--- config.mk ---
export PLATFORM = sky130hd
export DESIGN_NAME = ex_muldiv
export DESIGN_NICKNAME = d
export VERILOG_FILES = /design/src/rtl/ex_muldiv.sv
export SDC_FILE = /design/constraint.sdc
export NUM_CORES = 1
export LEC_CHECK = 0
export ABC_AREA = 1
export BUFFER_PORTS_ARGS = -buffer_cell sky130_fd_sc_hd__buf_4
export CAP_MARGIN = 20
export CORE_MARGIN = 2
export CORE_UTILIZATION = 55
export DETAILED_ROUTE_END_ITERATION = 16
export HOLD_SLACK_MARGIN = 0.08
export PLACE_DENSITY_LB_ADDON = 0.3
export SYNTH_ARGS = -nofsm -noshare
export SYNTH_HDL_FRONTEND = slang
export SYNTH_SLANG_ARGS = --single-unit
--- constraint.sdc ---
create_clock -name clk -period 11.4 [get_ports clk]
set_input_delay 2.28 -clock clk [delete_from_list [all_inputs] [get_ports clk]]
set_output_delay 2.28 -clock clk [all_outputs]
set_load 0.01 [all_outputs]
--- src/rtl/ex_muldiv.sv ---
// ex_muldiv: multi-cycle integer multiply/divide unit for the EX stage.
// Owns the architectural HI/LO registers. MULT/MULTU/DIV/DIVU iterate
// WIDTH cycles in CALC, then FIX applies signs and writes HI/LO.
// MTHI/MTLO write in one cycle from IDLE.
// Build option: define EX_MULDIV_DIV_EN to compile the divide datapath.
// Without it, DIV/DIVU only pulse div_err for one cycle.
// Ports:
//   clk, reset (async, active-high), flush (sync abort)
//   start, op[2:0], op_a, op_b : decoded op and forwarded operands from ID/EX
//   hi, lo     : HI/LO registers
//   busy       : unit is not idle
//   stall_req  : combinational hold request to the hazard unit
//   div_err    : registered one-cycle pulse (divide not built)
module ex_muldiv #(
    parameter int unsigned WIDTH = 32
) (
    input  logic             clk,
    input  logic             reset,
    input  logic             flush,
    input  logic             start,
    input  logic [2:0]       op,
    input  logic [WIDTH-1:0] op_a,
    input  logic [WIDTH-1:0] op_b,
    output logic [WIDTH-1:0] hi,
    output logic [WIDTH-1:0] lo,
    output logic             busy,
    output logic             stall_req,
    output logic             div_err
);
    localparam int unsigned      CNT_W    = $clog2(WIDTH);
    localparam logic [CNT_W-1:0] CNT_LAST = CNT_W'(WIDTH - 1);
    localparam logic [2:0] OP_MULT  = 3'd1;
    localparam logic [2:0] OP_MULTU = 3'd2;
    localparam logic [2:0] OP_DIV   = 3'd3;
    localparam logic [2:0] OP_DIVU  = 3'd4;
    localparam logic [2:0] OP_MTHI  = 3'd5;
    localparam logic [2:0] OP_MTLO  = 3'd6;

    typedef enum logic [1:0] {IDLE = 2'd0, CALC = 2'd1, FIX = 2'd2} state_t;

    state_t             state, state_nxt;
    logic [CNT_W-1:0]   cnt;
    logic [WIDTH-1:0]   mag_a, mag_b;
    logic [2*WIDTH-1:0] acc;
    logic               neg_res;
    logic               mul_req, div_req, long_req, sgn_op;
    logic [WIDTH-1:0]   abs_a, abs_b;
    logic [WIDTH:0]     mul_sum;
    logic [2*WIDTH-1:0] acc_step, prod;
    logic [WIDTH-1:0]   fix_hi, fix_lo;
`ifdef EX_MULDIV_DIV_EN
    logic               is_div, neg_rem, div_zero;
    logic [WIDTH-1:0]   orig_a, quo, rem;
    logic [WIDTH:0]     rem_shift, diff;
`endif

    // Request decode and operand magnitudes for capture in IDLE
    always_comb begin
        mul_req = start && (op == OP_MULT || op == OP_MULTU);
        div_req = start && (op == OP_DIV || op == OP_DIVU);
`ifdef EX_MULDIV_DIV_EN
        long_req = mul_req || div_req;
`else
        long_req = mul_req;
`endif
        sgn_op = (op == OP_MULT) || (op == OP_DIV);
        abs_a  = (sgn_op && op_a[WIDTH-1]) ? -op_a : op_a;
        abs_b  = (sgn_op && op_b[WIDTH-1]) ? -op_b : op_b;
    end

    // State register
    always_ff @(posedge clk or posedge reset) begin
        if (reset) state <= IDLE;
        else       state <= state_nxt;
    end

    // Next state and stall request
    always_comb begin
        state_nxt = state;
        stall_req = 1'b0;
        case (state)
            IDLE: begin
                if (long_req) begin
                    stall_req = 1'b1;
                    state_nxt = CALC;
                end
            end
            CALC: begin
                stall_req = 1'b1;
                if (cnt == CNT_LAST) state_nxt = FIX;
            end
            FIX:     state_nxt = IDLE;
            default: state_nxt = IDLE;
        endcase
        if (flush) state_nxt = IDLE;
    end

    assign busy = (state != IDLE);

    // One iteration: right-shifting shift-add multiply, or restoring divide
    // with the remainder in acc's upper half and quotient bits entering the lower half
    always_comb begin
        mul_sum  = {1'b0, acc[2*WIDTH-1:WIDTH]} + {1'b0, mag_a & {WIDTH{mag_b[0]}}};
        acc_step = {mul_sum, acc[WIDTH-1:1]};
`ifdef EX_MULDIV_DIV_EN
        rem_shift = {acc[2*WIDTH-1:WIDTH], mag_a[WIDTH-1]};
        diff      = rem_shift - {1'b0, mag_b};
        if (is_div) begin
            acc_step = diff[WIDTH] ? {rem_shift[WIDTH-1:0], acc[WIDTH-2:0], 1'b0}
                                   : {diff[WIDTH-1:0], acc[WIDTH-2:0], 1'b1};
        end
`endif
    end

    // Sign fix-up applied in FIX
    always_comb begin
        prod   = neg_res ? -acc : acc;
        fix_hi = prod[2*WIDTH-1:WIDTH];
        fix_lo = prod[WIDTH-1:0];
`ifdef EX_MULDIV_DIV_EN
        quo = acc[WIDTH-1:0];
        rem = acc[2*WIDTH-1:WIDTH];
        if (is_div) begin
            if (div_zero) begin
                fix_lo = '1;
                fix_hi = orig_a;
            end else begin
                fix_lo = neg_res ? -quo : quo;
                fix_hi = neg_rem ? -rem : rem;
            end
        end
`endif
    end

    // Datapath and HI/LO registers
    always_ff @(posedge clk or posedge reset) begin
        if (reset) begin
            cnt     <= '0;
            mag_a   <= '0;
            mag_b   <= '0;
            acc     <= '0;
            neg_res <= 1'b0;
            hi      <= '0;
            lo      <= '0;
`ifdef EX_MULDIV_DIV_EN
            is_div   <= 1'b0;
            neg_rem  <= 1'b0;
            div_zero <= 1'b0;
            orig_a   <= '0;
`endif
        end else if (flush) begin
            cnt <= '0;
        end else begin
            case (state)
                IDLE: begin
                    if (start && op == OP_MTHI) hi <= op_a;
                    if (start && op == OP_MTLO) lo <= op_a;
                    if (long_req) begin
                        mag_a   <= abs_a;
                        mag_b   <= abs_b;
                        acc     <= '0;
                        cnt     <= '0;
                        neg_res <= sgn_op && (op_a[WIDTH-1] ^ op_b[WIDTH-1]);
`ifdef EX_MULDIV_DIV_EN
                        is_div   <= div_req;
                        neg_rem  <= sgn_op && op_a[WIDTH-1];
                        div_zero <= (op_b == '0);
                        orig_a   <= op_a;
`endif
                    end
                end
                CALC: begin
                    cnt <= cnt + CNT_W'(1);
                    acc <= acc_step;
`ifdef EX_MULDIV_DIV_EN
                    if (is_div) mag_a <= mag_a << 1;
                    else        mag_b <= mag_b >> 1;
`else
                    mag_b <= mag_b >> 1;
`endif
                end
                FIX: begin
                    hi  <= fix_hi;
                    lo  <= fix_lo;
                    cnt <= '0;
                end
                default: cnt <= '0;
            endcase
        end
    end

    // Divide-not-built error pulse
    always_ff @(posedge clk or posedge reset) begin
        if (reset) begin
            div_err <= 1'b0;
        end else begin
`ifdef EX_MULDIV_DIV_EN
            div_err <= 1'b0;
`else
            div_err <= (state == IDLE) && div_req && !flush;
`endif
        end
    end

endmodule

Word-level counts from Yosys, hierarchy flattened

Index checks and enable logic that the tools add are counted.
W data, S select, Z words.

Flip-flop bits (word level): 201
Bits of input ports: 71
Word-level logic and storage cells: 73
Output and inout bits: 67

Muxes and demuxes: 20
Reduce and logical (&&, ||, !) cells: 22
Bitwise logic cells: 3
Equal/unequal tests: 14
Add/subtract/negate cells: 5

Operators by type and width:

| operator              | number |
|---|---|
| $pmux W32 S2          | 3 |
| $mux W32              | 5 |
| $mux W64              | 2 |
| $pmux W64 S2          | 1 |
| $neg A32 Y32          | 2 |
| $neg A64 Y64          | 1 |
| $add A32 B32 Y33      | 1 |
| $and A32 B32 Y32      | 1 |
| $reduce_and A3 Y1     | 4 |
| $mux W5               | 2 |
| $pmux W5 S2           | 1 |
| $eq A3 B3 Y1 const B  | 3 |
| $logic_and A1 B1 Y1   | 9 |
| $eq A3 B2 Y1 const B  | 2 |
| $mux W2               | 3 |
| $ne A2 B2 Y1 const B  | 3 |
| $ne A3 B3 Y1 const B  | 2 |
| $reduce_bool A2 Y1    | 3 |
| $add A5 B1 Y5 const B | 1 |
| $eq A5 B5 Y1 const B  | 1 |
| $pmux W2 S2           | 1 |
| $eq A3 B1 Y1 const B  | 1 |
| $logic_or A1 B1 Y1    | 3 |
| $eq A2 B1 Y1 const B  | 1 |
| 8 further kinds       | 8 |

Logic depth before layout (Yosys ltp)

Gate-level depths: netlist of the first run.

Depth after elaboration: 6
Mapped depth: 19
Depth with buffers taken out: 17

Worst setup path before layout of the first run

OpenSTA, ideal clock, no wires.

Path type: input port to output port
Start: input op[0]
End: output stall_req
Data arrival time: 2,765 ps
Path buffers: 0
Data required time: 9,120 ps
Cell stages on the path: 3
Path slack: 6,355 ps
Cells stage by stage: a21oi_1 -> nand3_1 -> o21ai_2

Longest elaborated chain between the ends: 5
Elaborated cells between the ends (all ways): 6
Those cells by class: eq/ne (2); mux (2); reduce/logical (2)

Ends and longest elaborated chain:

| item                                                | line | RTL |
|---|---|---|
| start, declared                                     | 21   | `input logic [2:0] op,` |
| $eq A3 B1 Y1 / $eq A3 B2 Y1 (equally long branches) | 59   | `mul_req = start && (op == OP_MULT \|\| op == OP_MULTU);` |
| $logic_or A1 B1 Y1 (*)                              | 59   |  |
| $logic_and A1 B1 Y1 (*)                             | 59   |  |
| $mux W1 (*)                                         | 83   | `if (long_req) begin` |
| $pmux W1 S2 (*)                                     | 81   | `case (state)` |
| end, declared                                       | 27   | `output logic stall_req,` |

Every way passes the cells marked *; elsewhere a longest branch is shown, timed or not.

Final worst setup path of the first run

Ends and elaborated chain as after synthesis.

==> impl_metrics.py, run 1 <==
metrics = {
    "clocking": {
        "cts_post_setup_buffers_inserted": 0,
        "cts.root.buffer_cell": "clkbuf_16",
        "cts_tree": "yes",
        "clk_pin_slew_ns": 0.05,
        "cts.sink_count": 201,
        "cts_resized": 0,
        "hold_buf_count_cts": 0,
        "tritoncts.num_buffers": 24,
        "htreeDepth": 1,
        "skew_pair_late_insertion_delay_ns": 0.53,
        "maximum_buffer_depth_of_the_clock_tree": 3,
    },
    "final_layout": {
        "mostFrequentLayoutCell": "nand2_1",
        "most-common-layout-cells": "nand2_1 (608), nor2_1 (370), inv_1 (253), nand3_1 (229), dfrtp_1 (200)",
        "layout_cells_sized_above_1": 0.09983,
        "finish.instance_area_um2": 16480,
        "num-nets-final": 2466,
        "fillCellCount": 2432,
        "antenna_cells": 0,
        "layout-area-overhead-vs-synth_pct": 14.55,
    },
    "die": {
        "core_area_um2": 25840,
        "die-area_um2": 27460,
        "chipHeight_um": 165.7,
        "io-pin-count": 138,
        "row_count": 59,
        "die_w_um": 165.7,
        "start_util": 0.5568,
    },
    "timing": {
        "tightest_slew_ns": 1.007,
        "grt_setup_unrepaired": "false",
        "final_period_minus_worst_setup_slack_ns": 5.441,
        "timing.final.setup_violations": 0,
        "timing_max_transition_violations_final": 0,
        "finalHoldViolations": 0,
        "min_period_over_period": 0.4772,
        "maxClockFrequency_mhz": 183.8,
        "timing.clock.skew_ns": 0.02590,
        "fin_tns_setup_ns": 0,
        "timing.max_slew.rel_slack": 0.3242,
    },
    "min_path": {
        "hp-class": "flip-flop to flip-flop",
    },
    "run": {
        "cap_viol_max_count": 0,
    },
    "critical_path": {
        "setup.worst_path.end_class": "output pin",
        "path_class": "input pin to output pin",
        "worstPathBufferInverterCount": 2,
        "most_frequent_cell_on_the_critical_path": "buf_4",
        "slowest_library_cell_on_the_worst_path": "a21oi_1",
        "critical_path.max_stage_delay_ns": 0.23,
        "worst-endpoint-arrival_ns": 3.16,
        "worstPathRequired_ns": 9.12,
        "critical_path.max_fanout": 3,
        "cell_family_contributing_the_most_delay_on_the_critical_path": "compound AO/OA/AOI/OAI gates",
        "timing.critical_path.from_type": "input pin",
        "crit_path_cell_trace": "buf_4 > a21oi_1 > nand3_1 > o21ai_2 > buf_4",
    },
    "placed_design": {
        "postPlaceCellArea_um2": 15590,
        "portBuffers": 137,
        "gpl.final_weighted_congestion": 0.9758,
        "dpl_wire_length_um": 38130,
    },
    "global_routing": {
        "grt_first_pass_wirelength_um": 79350,
        "grt_overflow_total": 0,
        "grt_max_degree": 138,
        "grt_usage": 0.3580,
        "antenna_found_initial": 0,
        "grt_pass1_vias": 14800,
    },
    "route": {
        "detailroute.via_count": 15780,
        "routed_wl_um": 50060,
        "detailedRoute.firstPassIterationCount": 6,
        "postRouteAntennaNets": 0,
        "wl_per_cell_um": 18.48,
        "drc": 0,
        "via_density_per_instance": 5.826,
        "detail_route.iter0.violations": 1897,
    },
    "yosys": {
        "proportion_of_synthesized_chip_area_in_sequential_cells": 0.3497,
        "synthesis.nets": 2368,
        "yosys_register_bits": 201,
        "synthCells": 2259,
        "postSynthAreaPerCell_um2": 6.368,
        "syn_area_um2": 14390,
        "yosysUniqueCellTypes": 43,
        "ys_warn_count": 0,
    },
    "outcome": {
        "run_status": "finished clean",
    },
    "power_and_ir_drop": {
        "power.density_nw_per_um2": 209.2,
        "irDropWorstVdd_uv": 163.6,
        "power.leakage_nw": 8.543,
    },
}
-- power by group --
group	total [mW]	internal, mW	switching [mW]
logic	1.53	0.508	1.02
registers	1.07	0.886	0.184
clock network	0.844	0.522	0.322
-- final cells by class --
class	count	area, um2	area share
clock inverters	10	156.4	0.009491
flip-flops and latches	201	5031	0.3053
inverters	263	994.7	0.06036
multi-input cells	1721	8043	0.4881
repair buffers	146	1129	0.06849
clock buffers	33	705.7	0.04282
well taps	335	419.2	0.02544
-- path summary, 6_finish.rpt --
path | start | endpoint | slack (ns) | cells after the start
worst max-delay path | op[0] | stall_req | 5.96 | 5
worst min register to register | cnt[3] | cnt[3] | 0.47 | 1
min in group asynchronous | reset | mag_a[4] | 1.94 | 2
worst max register to register | mag_b[0] | acc[55] | 8.27 | 18
worst min-delay path | cnt[3] | cnt[3] | 0.47 | 1
max in group asynchronous | reset | neg_res | 7.93 | 3
-- metal layers --
metal	track usage	wire length, um
met1	0.4900	20740
met2	0.5593	22110
met3	0.05161	4423
met4	0.1766	2781
met5	0	0
-- cell families after synthesis --
group / Yosys count / synth area share
buf+inv: 337 / 0.09211
simple gates: 1289 / 0.3718
fa+ha+maj: 38 / 0.03357
xor+xnor: 23 / 0.01400
flops: 201 / 0.3497
compound gates: 371 / 0.1388
-- registers in the layout, indices dropped and copies added, names as in the netlist --
name and flops:
div_err 1, mag_b 32, neg_res 1, cnt 5
mag_a 32, acc 64, lo 32, hi 32
state 2
-- metrics by stage --
step	setup WS (ns)	power, mW	cells	hold WS [ns]	utilization
after detailed placement	5.990	2.573	2665	0.4655	0.6033
after floorplan	3.638	2.050	2259	0.4441	-
after global placement	6.095	2.545	2664	0.4583	0.6026
final	5.959	3.447	2709	0.4736	0.6378
after global routing	5.960	3.672	2709	0.5042	0.6378
after CTS	5.980	3.422	2708	0.4754	0.6367
-- cell usage after synthesis (all sizes together) --
| library cell | number | area share |
|---|---|---|
| nand3 | 230 | 0.080 |
| nor4 | 1 | 0.00044 |
| fa | 1 | 0.0014 |
| o31ai | 3 | 0.0016 |
| o21bai | 1 | 0.00052 |
| o22ai | 38 | 0.017 |
| clkbuf | 35 | 0.0091 |
| and2 | 5 | 0.0022 |
| xnor2 | 2 | 0.0012 |
| o32ai | 1 | 0.00061 |
| nand3b | 5 | 0.0026 |
| nand2 | 613 | 0.16 |
| inv | 262 | 0.068 |
| ha | 37 | 0.032 |
| o221ai | 3 | 0.0018 |
| nand4 | 17 | 0.0074 |
| nor2 | 390 | 0.11 |
| o211ai | 5 | 0.0026 |
| buf | 39 | 0.014 |
| a2111oi | 1 | 0.00061 |
| o21ai | 146 | 0.052 |
| a21boi | 3 | 0.0016 |
| a22oi | 1 | 0.00052 |
| xor2 | 21 | 0.013 |
| a21oi | 148 | 0.051 |
| a31oi | 21 | 0.0091 |
| dfrtp | 201 | 0.35 |
| or2 | 11 | 0.0050 |
| nor3 | 17 | 0.0066 |
| clkinv | 1 | 0.00026 |
Note: power is estimated with default switching activity, not from simulation.
==> run 2, diff against run 1 <==
--- a/config.mk
+++ b/config.mk
@@ -5,11 +5,11 @@
 export SDC_FILE = /design/constraint.sdc
 export NUM_CORES = 1
 export LEC_CHECK = 0
-export ABC_AREA = 1
+export ABC_AREA = 0
 export BUFFER_PORTS_ARGS = -buffer_cell sky130_fd_sc_hd__buf_4
 export CAP_MARGIN = 20
 export CORE_MARGIN = 2
-export CORE_UTILIZATION = 55
+export CORE_UTILIZATION = 54
 export DETAILED_ROUTE_END_ITERATION = 16
 export HOLD_SLACK_MARGIN = 0.08
 export PLACE_DENSITY_LB_ADDON = 0.3
==> constraint.sdc (replaced) <==
create_clock -name clk -period 4.5 [get_ports clk]
set_input_delay 0.9 -clock clk [delete_from_list [all_inputs] [get_ports clk]]
set_output_delay 0.9 -clock clk [all_outputs]
set_load 0.01 [all_outputs]
==> impl_metrics.py, run 2 <==
metrics = {
    "timing": {
        "finalWorstSetupSlack_ns": 1.072,
        "timing.final.setup_violations": 0,
        "timing.max_slew.rel_slack": 0.3302,
        "grt_setup_unrepaired": "false",
        "timing.clock.skew_ns": 0.01632,
        "fin_tns_setup_ns": 0,
        "timing_max_transition_violations_final": 0,
        "final_period_minus_worst_setup_slack_ns": 3.428,
        "finalHoldViolations": 0,
        "min_period_over_period": 0.7618,
        "maxClockFrequency_mhz": 291.7,
        "hold-worst-slack_ns": 0.4759,
        "tightest_slew_ns": 1.002,
    },
    "final_layout": {
        "layout-area-overhead-vs-synth_pct": 16.77,
        "ff_latch_area_um2": 5030,
        "largest_register_ff_count": 64,
        "finish.instance_area_um2": 14720,
        "largest_register": "acc",
        "multiInputGateArea_um2": 7187,
        "layout_cells_sized_above_1": 0.1409,
        "mostFrequentLayoutCell": "dfrtp_1",
        "num-nets-final": 1660,
        "fillCellCount": 1916,
        "most-common-layout-cells": "dfrtp_1 (201), nand2_1 (199), o21ai_0 (165), buf_4 (155), nor2_1 (114)",
        "antenna_cells": 0,
    },
    "critical_path": {
        "critical_path.max_fanout": 13,
        "critical_path.max_stage_delay_ns": 0.52,
        "worstPathBufferInverterCount": 2,
        "crit_path_cell_trace": "and2_1 > ha_1 > inv_1 > fa_1 > nor2b_1 > o2111ai_1 > a21oi_1 > a21boi_0 > a2111oi_0 > buf_4 > nor4_1 > a221o_1",
        "cell_family_contributing_the_most_delay_on_the_critical_path": "compound AO/OA/AOI/OAI gates",
        "crit_start": "mag_b[0]",
        "worst_setup_path_endpoint": "acc[59]",
        "r2r_end": "acc[59]",
        "cp_num_cells": 12,
        "rr_startpoint": "mag_b[0]",
        "path_class": "flip-flop to flip-flop",
        "timing.critical_path.from_type": "flip-flop",
        "ff2ff_setup_slack_ns": 1.07,
        "worst-endpoint-arrival_ns": 3.84,
        "worstPathRequired_ns": 4.91,
        "slowest_library_cell_on_the_worst_path": "dfrtp_1",
        "setup.worst_path.end_class": "flip-flop",
        "ff_to_ff_path_depth": 12,
    },
    "yosys": {
        "synthCells": 1457,
        "postSynth.asyncResetShare": 1.000,
        "ys.flop_type": "dfrtp_1",
        "top_cell_type_by_total_area_after_synthesis": "dfrtp_1",
        "synthesis.nets": 1566,
        "synth.cells.most_frequent": "dfrtp_1 (201), nand2_1 (200), o21ai_0 (166)",
        "yosysUniqueCellTypes": 67,
        "ys_top_cells_by_area": "dfrtp_1 (40%), o21ai_0 (6.6%), nand2_1 (6.0%)",
        "synth_top_area_frac": 0.3991,
        "yosys_register_bits": 201,
        "syn_area_um2": 12600,
        "proportion_of_synthesized_chip_area_in_sequential_cells": 0.3991,
        "count_leader_synth": "dfrtp_1",
        "ys_warn_count": 0,
        "count_of_flip_flops_with_a_built_in_enable_after_synthesis": 0,
        "postSynthAreaPerCell_um2": 8.650,
    },
    "placed_design": {
        "detailedPlace.worstSlack_ns": 1.031,
        "portBuffers": 137,
        "postPlaceCellArea_um2": 13910,
        "dpl_wire_length_um": 25710,
        "gpl.final_weighted_congestion": 0.9182,
    },
    "route": {
        "routed_wl_um": 35250,
        "via_density_per_instance": 6.029,
        "detailroute.via_count": 11340,
        "drc": 0,
        "detailedRoute.firstPassIterationCount": 7,
        "wl_per_cell_um": 18.74,
        "detail_route.iter0.violations": 895,
        "postRouteAntennaNets": 0,
    },
    "outcome": {
        "run_status": "finished clean",
    },
    "power_and_ir_drop": {
        "power.leakage_nw": 6.727,
        "switching_share": 0.3874,
        "p_sw_mw": 3.120,
        "comb_pwr_share": 0.379,
        "power.density_nw_per_um2": 547.3,
        "cell_internal_pwr_mw": 4.934,
        "power_frac_seq": 0.370,
        "finalPower_mw": 8.054,
        "irDropWorstVdd_uv": 248.6,
        "share_clk_of_total_power": 0.251,
    },
    "clocking": {
        "clk_pin_slew_ns": 0.06,
        "maximum_buffer_depth_of_the_clock_tree": 3,
        "skew_pair_late_insertion_delay_ns": 0.52,
        "cts.sink_count": 201,
        "cts_post_setup_buffers_inserted": 0,
        "cts.root.buffer_cell": "clkbuf_16",
        "hold_buf_count_cts": 0,
        "cts_tree": "yes",
        "htreeDepth": 1,
        "tritoncts.num_buffers": 23,
        "cts_resized": 0,
    },
    "global_routing": {
        "grt-busiest-layer": "met2",
        "global_route.usage.met3": 0.04985,
        "grt_first_pass_wirelength_um": 56720,
        "grt_use_met1": 0.3731,
        "grt_pass1_vias": 10940,
        "grt_max_degree": 131,
        "grt_overflow_total": 0,
        "grt_usage": 0.2881,
        "met2_usage": 0.4879,
        "antenna_found_initial": 0,
    },
    "run": {
        "cap_viol_max_count": 0,
    },
    "die": {
        "row_count": 55,
        "chipHeight_um": 156.8,
        "start_util": 0.5533,
        "die-area_um2": 24580,
        "io-pin-count": 138,
        "core_area_um2": 22780,
        "die_w_um": 156.8,
    },
    "min_path": {
        "hp-class": "flip-flop to flip-flop",
    },
}
-- run 2: cell count changes after synthesis, moves of 36 or more --
cell / before / now
inv_1: 254 / 24
nand2_1: 609 / 200
o31ai_1: 3 / 47
o21ai_0: 124 / 166
nand3_1: 229 / 20
a21oi_1: 148 / 78
clkbuf_1: 35 / 82
xor2_1: 21 / 83
xnor2_1: 2 / 58
and2_1: 5 / 41
nor2_1: 372 / 116
-- run 2: kinds of logic after synthesis --
group / Yosys count / synth area share
AOI/OAI and AO/OA: 457 / 0.2328
xor gates and xnor gates: 141 / 0.09799
adders and majority gates: 38 / 0.03832
buffers and inverters: 112 / 0.03336
DFF: 201 / 0.3991
muxes: 13 / 0.01042
and+or+nand+nor: 495 / 0.1880
-- run 2: metal layers --
metal	wire [um]	share of wire
met1	14340	0.41
met2	16990	0.48
met3	2636	0.075
met4	1288	0.037
met5	0	0
-- run 2: power by group through the flow --
stage	clock network [mW]	logic (mW)	registers, mW
after floorplan	0	2.05	2.86
after global placement	0	2.95	2.98
after detailed placement	0	3.04	2.99
after CTS	2.04	3.05	2.97
after global routing	2.12	3.41	3.05
final	2.02	3.05	2.98
-- run 2: cell type report --
cell class,count,share of cell area
timing repair buffer,157,0.08179
clock buffer,36,0.04583
multi-input combinational,1144,0.4884
sequential,201,0.3418
clock inverter,6,0.009267
tap,313,0.02661
inverter,24,0.006376
-- run 2: through the flow --
stage | utilization | cells
finish | 0.6461 | 1881
CTS | 0.6461 | 1881
global placement | 0.6105 | 1839
global route | 0.6461 | 1881
floorplan | - | 1457
detailed placement | 0.6105 | 1839
-- run 2: worst min-delay path by stage --
| stage | from | end | slack, ns | depth (start not counted) |
|---|---|---|---|---|
| final | lo[21] | lo[21] | 0.48 | 1 |
| after global routing | mag_b[10] | mag_b[10] | 0.50 | 2 |
| after CTS | lo[7] | lo[7] | 0.48 | 2 |
| after detailed placement | lo[21] | lo[21] | 0.47 | 1 |
| after global placement | hi[9] | hi[9] | 0.46 | 2 |
| after floorplan | mag_a[31] | mag_a[31] | 0.43 | 2 |
-- run 2: worst reg2reg max path, cell delays in order, from the launching register on --
cell and delay [ns]:
dfrtp_1 0.52, and2_1 0.18, ha_1 0.17, inv_1 0.07
fa_1 0.40, nor2b_1 0.17, o2111ai_1 0.14, a21oi_1 0.33
a21boi_0 0.31, a2111oi_0 0.50, buf_4 0.22, nor4_1 0.05
a221o_1 0.26
==> run 3, diff against run 2 <==
--- a/config.mk
+++ b/config.mk
@@ -5,11 +5,11 @@
 export SDC_FILE = /design/constraint.sdc
 export NUM_CORES = 1
 export LEC_CHECK = 0
-export ABC_AREA = 0
+export ABC_AREA = 1
 export BUFFER_PORTS_ARGS = -buffer_cell sky130_fd_sc_hd__buf_4
 export CAP_MARGIN = 20
 export CORE_MARGIN = 2
-export CORE_UTILIZATION = 54
+export CORE_UTILIZATION = 55
 export DETAILED_ROUTE_END_ITERATION = 16
 export HOLD_SLACK_MARGIN = 0.08
 export PLACE_DENSITY_LB_ADDON = 0.3
==> constraint.sdc (replaced) <==
create_clock -name clk -period 3.1 [get_ports clk]
set_input_delay 0.62 -clock clk [delete_from_list [all_inputs] [get_ports clk]]
set_output_delay 0.62 -clock clk [all_outputs]
set_load 0.01 [all_outputs]
==> impl_metrics.py, run 3 (same netlist as run 1, synthesis figures left out) <==
metrics = {
    "power_and_ir_drop": {
        "share_clk_of_total_power": 0.221,
        "power.leakage_nw": 8.604,
        "irDropWorstVdd_uv": 500.4,
        "cell_internal_pwr_mw": 6.734,
        "p_sw_mw": 5.730,
        "comb_pwr_share": 0.461,
        "switching_share": 0.4597,
        "power.density_nw_per_um2": 752.3,
        "power_frac_seq": 0.318,
    },
    "critical_path": {
        "ff_to_ff_path_depth": 15,
        "worst-endpoint-arrival_ns": 3.13,
        "critical_path.max_fanout": 30,
        "setup.worst_path.end_class": "flip-flop",
        "crit_start": "mag_b[0]",
        "r2r_end": "acc[55]",
        "path_class": "flip-flop to flip-flop",
        "slowest_library_cell_on_the_worst_path": "fa_1",
        "rr_startpoint": "mag_b[0]",
        "timing.critical_path.from_type": "flip-flop",
        "most_frequent_cell_on_the_critical_path": "nand2_1",
        "crit_path_cell_trace": "buf_4 > nand2_1 > fa_1 > inv_1 > nand2_1 > o21ai_0 > nand2_1 > nand2_1 > nand2_1 > nand2_1 > nand2_1 > nand2_1 > nand2_1 > nand3_1 > nand2_1",
        "critical_path.max_stage_delay_ns": 0.43,
        "worstPathRequired_ns": 3.52,
        "ff2ff_setup_slack_ns": 0.39,
    },
    "placed_design": {
        "postPlaceCellArea_um2": 15820,
        "gpl.final_weighted_congestion": 0.9865,
        "dpl_wire_length_um": 40110,
        "portBuffers": 137,
        "detailedPlace.worstSlack_ns": 0.4730,
    },
    "timing": {
        "min_period_over_period": 0.8728,
        "timing_max_transition_violations_final": 0,
        "tightest_slew_ns": 0.9989,
        "finalWorstSetupSlack_ns": 0.3944,
        "timing.clock.skew_ns": 0.01297,
        "hold-worst-slack_ns": 0.2613,
        "timing.max_slew.rel_slack": 0.3299,
        "grt_setup_unrepaired": "false",
        "final_period_minus_worst_setup_slack_ns": 2.706,
        "timing.final.setup_violations": 0,
        "finalHoldViolations": 0,
        "maxClockFrequency_mhz": 369.6,
    },
    "outcome": {
        "run_status": "finished clean",
    },
    "final_layout": {
        "antenna_cells": 0,
        "largest_register": "acc",
        "layout-area-overhead-vs-synth_pct": 15.18,
        "most-common-layout-cells": "nand2_1 (608), nor2_1 (370), inv_1 (253), nand3_1 (229), dfrtp_1 (200)",
        "mostFrequentLayoutCell": "nand2_1",
        "multiInputGateArea_um2": 8043,
        "layout_cells_sized_above_1": 0.1078,
        "fillCellCount": 2478,
        "num-nets-final": 2489,
        "largest_register_ff_count": 64,
        "finish.instance_area_um2": 16570,
        "ff_latch_area_um2": 5031,
    },
    "clocking": {
        "cts.root.buffer_cell": "clkbuf_16",
        "cts_tree": "yes",
        "maximum_buffer_depth_of_the_clock_tree": 3,
        "cts_resized": 0,
        "hold_buf_count_cts": 0,
        "tritoncts.num_buffers": 24,
        "htreeDepth": 1,
        "cts.sink_count": 201,
        "clk_pin_slew_ns": 0.06,
        "cts_post_setup_buffers_inserted": 0,
        "skew_pair_late_insertion_delay_ns": 0.54,
    },
    "route": {
        "via_density_per_instance": 5.769,
        "detail_route.iter0.violations": 1898,
        "wl_per_cell_um": 18.77,
        "postRouteAntennaNets": 0,
        "routed_wl_um": 51200,
        "detailedRoute.firstPassIterationCount": 6,
        "drc": 0,
        "detailroute.via_count": 15740,
    },
    "die": {
        "die_w_um": 165.7,
        "start_util": 0.5568,
        "die-area_um2": 27460,
        "chipHeight_um": 165.7,
        "row_count": 59,
        "io-pin-count": 138,
        "core_area_um2": 25840,
    },
    "min_path": {
        "hp-class": "input pin to asynchronous set/reset pin",
    },
    "run": {
        "cap_viol_max_count": 0,
    },
    "global_routing": {
        "antenna_found_initial": 0,
        "grt_max_degree": 47,
        "grt_usage": 0.3646,
        "grt_first_pass_wirelength_um": 79630,
        "grt_pass1_vias": 14420,
        "grt_overflow_total": 0,
    },
}
run 3: final cells by class:
| type | instances | area share |
|---|---|---|
| Clock buffer | 28 | 0.03897 |
| Multi-Input combinational cell | 1721 | 0.4854 |
| Sequential cell | 201 | 0.3037 |
| Tap cell | 335 | 0.02530 |
| Clock inverter | 11 | 0.006494 |
| Timing Repair Buffer | 169 | 0.08035 |
| Inverter | 263 | 0.05981 |
run 3: per-layer routing:
layer  GRT usage  wire length, um  vias up
met5           0                0        -
met4      0.1406             2146        0
met3     0.06141             4569      127
met2      0.5672            22670      765
met1      0.5115            21810     7315
li1            -                -     7532
run 3: worst max path at each step:
stage,to,slack [ns],cells after the start
floorplan,acc[0],-0.12,1
global route,acc[55],0.11,15
global placement,acc[55],0.53,15
finish,acc[55],0.39,15
CTS,acc[55],0.45,15
detailed placement,acc[55],0.47,15
run 3: power by group through the flow:
stage,Combinational [mW],Sequential (mW),Clock (mW)
floorplan,3.75,3.79,0
finish,5.74,3.96,2.76
global route,6.35,4.02,2.88
CTS,5.61,3.94,2.77
detailed placement,5.58,3.97,0
global placement,5.53,3.96,0
run 3: critical path, delay by kind of cell (launching register included):
family / cells / cell delay [ns]
AOI/OAI and AO/OA: 1 / 0.35
adders and majority gates: 1 / 0.43
buffers and inverters: 2 / 0.43
DFF: 1 / 0.39
and+or+nand+nor: 11 / 1.00
run 3: per-stage QoR:
step / power (mW) / cells / utilization / setup TNS (ns)
2_1_floorplan: 7.539 / 2259 / - / -24.59
3_5_place_dp: 9.559 / 2689 / 0.6121 / 0
6_report: 12.46 / 2728 / 0.6413 / 0
3_3_place_gp: 9.486 / 2689 / 0.6121 / 0
4_1_cts: 12.32 / 2728 / 0.6413 / 0
5_1_grt: 13.25 / 2728 / 0.6413 / 0
